[src/rtl/switch_led_toggle.sv]
// Four-channel push-button front end: synchronise, debounce, and toggle an LED
// plus pulse an event bit on every debounced release.
module switch_led_toggle #(
    parameter int DEBOUNCE_LIMIT = 250000
) (
    input  logic       i_Clk,
    input  logic       i_Reset,
    input  logic       i_Switch_1,
    input  logic       i_Switch_2,
    input  logic       i_Switch_3,
    input  logic       i_Switch_4,
    output logic       o_LED_1,
    output logic       o_LED_2,
    output logic       o_LED_3,
    output logic       o_LED_4,
    output logic [3:0] o_Switch_Event
);

    localparam int CNT_W = (DEBOUNCE_LIMIT > 1) ? $clog2(DEBOUNCE_LIMIT) : 1;
    localparam logic [CNT_W-1:0] CNT_MAX = CNT_W'(DEBOUNCE_LIMIT - 1);
    localparam logic [CNT_W-1:0] CNT_ONE = CNT_W'(1);

    logic [3:0]       raw;
    logic [3:0]       sync1;
    logic [3:0]       sync2;
    logic [3:0]       db;
    logic [CNT_W-1:0] cnt [4];
    logic [3:0]       led;
    logic [3:0]       sw_event;

    assign raw = {i_Switch_4, i_Switch_3, i_Switch_2, i_Switch_1};

    // Each channel counts consecutive cycles of disagreement between the
    // synchronised input and its debounced state; only an unbroken run of
    // DEBOUNCE_LIMIT cycles commits the change.
    always_ff @(posedge i_Clk or posedge i_Reset) begin
        if (i_Reset) begin
            sync1    <= '0;
            sync2    <= '0;
            db       <= '0;
            led      <= '0;
            sw_event <= '0;
            for (int n = 0; n < 4; n++) begin
                cnt[n] <= '0;
            end
        end else begin
            sync1 <= raw;
            sync2 <= sync1;
            for (int n = 0; n < 4; n++) begin
                sw_event[n] <= 1'b0;
                if (sync2[n] == db[n]) begin
                    cnt[n] <= '0;
                end else if (cnt[n] == CNT_MAX) begin
                    db[n]  <= sync2[n];
                    cnt[n] <= '0;
                    // Committing a 1 -> 0 transition is a release.
                    if (db[n]) begin
                        sw_event[n] <= 1'b1;
                        led[n]      <= ~led[n];
                    end
                end else begin
                    cnt[n] <= cnt[n] + CNT_ONE;
                end
            end
        end
    end

    assign o_LED_1        = led[0];
    assign o_LED_2        = led[1];
    assign o_LED_3        = led[2];
    assign o_LED_4        = led[3];
    assign o_Switch_Event = sw_event;

endmodule

[config.mk]
export PLATFORM = sky130hd
export DESIGN_NAME = switch_led_toggle
export DESIGN_NICKNAME = d
export VERILOG_FILES = /design/src/rtl/switch_led_toggle.sv
export SDC_FILE = /design/constraint.sdc
export NUM_CORES = 1
export LEC_CHECK = 0
export ABC_AREA = 0
export BUFFER_PORTS_ARGS = -buffer_cell sky130_fd_sc_hd__buf_2
export CAP_MARGIN = 20
export CELL_PAD_IN_SITES_DETAIL_PLACEMENT = 1
export CELL_PAD_IN_SITES_GLOBAL_PLACEMENT = 1
export CORE_ASPECT_RATIO = 0.9
export CORE_MARGIN = 2
export CORE_UTILIZATION = 49
export DETAILED_ROUTE_END_ITERATION = 10
export PLACE_DENSITY_LB_ADDON = 0.1
export SYNTH_ARGS = -nofsm -noshare
export SYNTH_HDL_FRONTEND = slang
export SYNTH_SLANG_ARGS = --single-unit
[constraint.sdc]
create_clock -name i_Clk -period 3.6 [get_ports i_Clk]
set_input_delay 0.18 -clock i_Clk [delete_from_list [all_inputs] [get_ports i_Clk]]
set_output_delay 0.18 -clock i_Clk [all_outputs]
set_load 0.05 [all_outputs]
==> results.json <==
{
  "detailed_place.area_um2": 4603,
  "drt-pass1-iter-count": 4,
  "wl_per_cell_um": 16.05,
  "fin_hold_ws_ps": -6.115,
  "cp-end-kind": "flop",
  "final_cell_area_um2": 4850,
  "max_freq_ghz": 0.5148,
  "synth_area_leader_cell": "dfrtp_1",
  "drcViolationCount": 0,
  "grt_pass1_wl_um": 16370,
  "min_period_ps": 1943,
  "setup_tns_ps": 0,
  "status": "complete, but fails checks",
  "die_h_um": 94.35,
  "fill_cells": 996,
  "drive_gt1_frac": 0.08913,
  "drv_slew": 0,
  "powerDensity_nw_per_um2": 385.7,
  "finalNonFillerCells": 579,
  "rsz0062_at_grt": "false",
  "syn_nets": 452,
  "grt_pass1_vias": 3318,
  "place_congestion": 0.7493,
  "root_buffer": "clkbuf_8",
  "layout_common_cells": "dfrtp_1, nor2_1, xnor2_1",
  "cts_buffer_depth": 2,
  "leakagePower_nw": 2.061,
  "critPathKind": "reg -> reg",
  "synthArstFlopShare": 1.000,
  "numPortBuffers": 13,
  "cts_buffers": 9,
  "wl_um": 9291,
  "dieArea_um2": 9849,
  "path_max_fanout": 17,
  "syn_avg_cell_area_um2": 10.15,
  "finalSetupViolCount": 0,
  "ir_worst_vdd_mv": 0.2426,
  "clk_pin_slew_ps": 90,
  "synth_area_leaders": "dfrtp_1, xnor2_1, nor2_1",
  "cts_sinks": 92,
  "worst_slew_margin_rel": 0.4364,
  "hold_viol": 15,
  "final_nets": 470,
  "num_vias": 3230,
  "cp.required_ps": 3820,
  "grt_max_degree": 69,
  "pin_count": 14,
  "cts_max_level": 3,
  "yosys_most_used_dff": "dfrtp_1",
  "netlist_instances": 438,
  "post_cts_buffers": 0,
  "area.growth.synth_to_final_pct": 9.122,
  "final_antenna_net_count": 0,
  "dp_hpwl_um": 6292,
  "drv_cap": 0,
  "hold_path_class": "in -> async",
  "ys_ff_latch": 92,
  "violations": "negative hold slack",
  "synthDistinctLibCells": 33,
  "period_share": 0.5396,
  "seq_area_um2": 2302,
  "netlist_area_um2": 4444,
  "antenna_cells": 0,
  "rows": 32,
  "synth.top_cell.area_share": 0.5180,
  "grt-ovfl-total": 0,
  "vias_per_cell": 5.579,
  "grt_usage": 0.2084,
  "drt_iter0_drc": 78,
  "start_kind": "flop",
  "grt_antenna_before_repair": 0,
  "final_common_cell": "dfrtp_1",
  "arrival_ps": 2160,
  "core_um2": 8688,
  "die_width_um": 104.4,
  "placed_cells": 560,
  "ys_seq_area_frac": 0.5180,
  "multi_input_area_um2": 2013,
  "start_util": 0.5115,
  "ys_warn_count": 0,
  "synth_edf_count": 0,
  "finClkSkew_ps": 5.150,
  "worst_pin_slew_ps": 845.4,
  "tritoncts": "yes",
  "clk_latency_ps": 360
}
## per-stage QoR
stage,worst slack (ps),total power [mW],util
final,1657,1.871,0.5582
after global routing,1436,1.951,0.5582
after CTS,1647,1.905,0.5582
after detailed placement,1654,1.149,0.5298
after global placement,1725,1.145,0.5298
after floorplan,1028,1.128,-
## cells in the mapped netlist (all sizes together), types with 9 or more instances
library cell  instances
xor2                 18
buf                  10
dfrtp                92
xnor2                40
nor3                 16
nand4                26
nand3                28
and4                 11
inv                  17
and3                  9
o21ai                10
nand2                16
nor2                 74
nor4                 20
a21oi                10
## repair_timing
| item | CTS | global route |
|---|---|---|
| hold buffers | 4 | 0 |
| endpoints found under the hold margin | 4 | 0 |
| resized for setup | 0 | 0 |
## metal layers
layer | part of all wire | GRT usage | vias to the layer above
met3 | 0.028 | 0.04969 | 12
met4 | 0.014 | 0.06532 | 0
met2 | 0.47 | 0.3344 | 38
li1 | - | - | 1572
met5 | 0 | 0 | -
met1 | 0.49 | 0.2835 | 1608
## report_power, final
group,leakage (nW),total [mW],internal [mW],switching [mW]
Sequential,1.26,1.06,1.05,0.0132
Clock,0.0956,0.742,0.388,0.355
Combinational,0.708,0.0673,0.0201,0.0473
## flip-flops by register name, summed over array words and instances, names as in the netlist
register / flops
cnt: 72
db: 4
led: 4
o_Switch_Event: 4
sync1: 4
sync2: 4
## area by class of cell
class	count	area share
Sequential cell	92	0.4747
Multi-Input combinational cell	318	0.4151
Tap cell	119	0.03070
Clock buffer	11	0.02709
Timing Repair Buffer	18	0.02322
Clock inverter	4	0.01548
Inverter	17	0.01367
## worst max-delay path: stages, from the launching register on
cell,delay (ps)
dfrtp_1,400
ha_1,220
and3_1,260
nand4_1,200
o21bai_2,600
nor2_1,120
## kinds of logic (layout without fill, tap and decap cells)
kind of cell / Yosys count / in the layout / synth area share
simple gates: 224 / 224 / 0.2745
flops: 92 / 92 / 0.5180
xor+xnor: 58 / 58 / 0.1143
buf+inv: 28 / 50 / 0.02900
compound gates: 24 / 24 / 0.03181
fa+ha+maj: 8 / 8 / 0.02252
mux: 4 / 4 / 0.009853
## worst paths after layout
kind                            startpoint                 to  slack, ps  cells past startpoint
max in group asynchronous          i_Reset  o_Switch_Event[0]       2770                      3
worst min-delay path               i_Reset  o_Switch_Event[3]         -6                      2
worst max register to register      cnt[0]             cnt[9]       1660                      5
worst min register to register    sync1[3]           sync2[3]        360                      0
worst max-delay path                cnt[0]             cnt[9]       1660                      5
min in group i_Clk                sync1[3]           sync2[3]        360                      0
(Power assumes the default switching activity.)
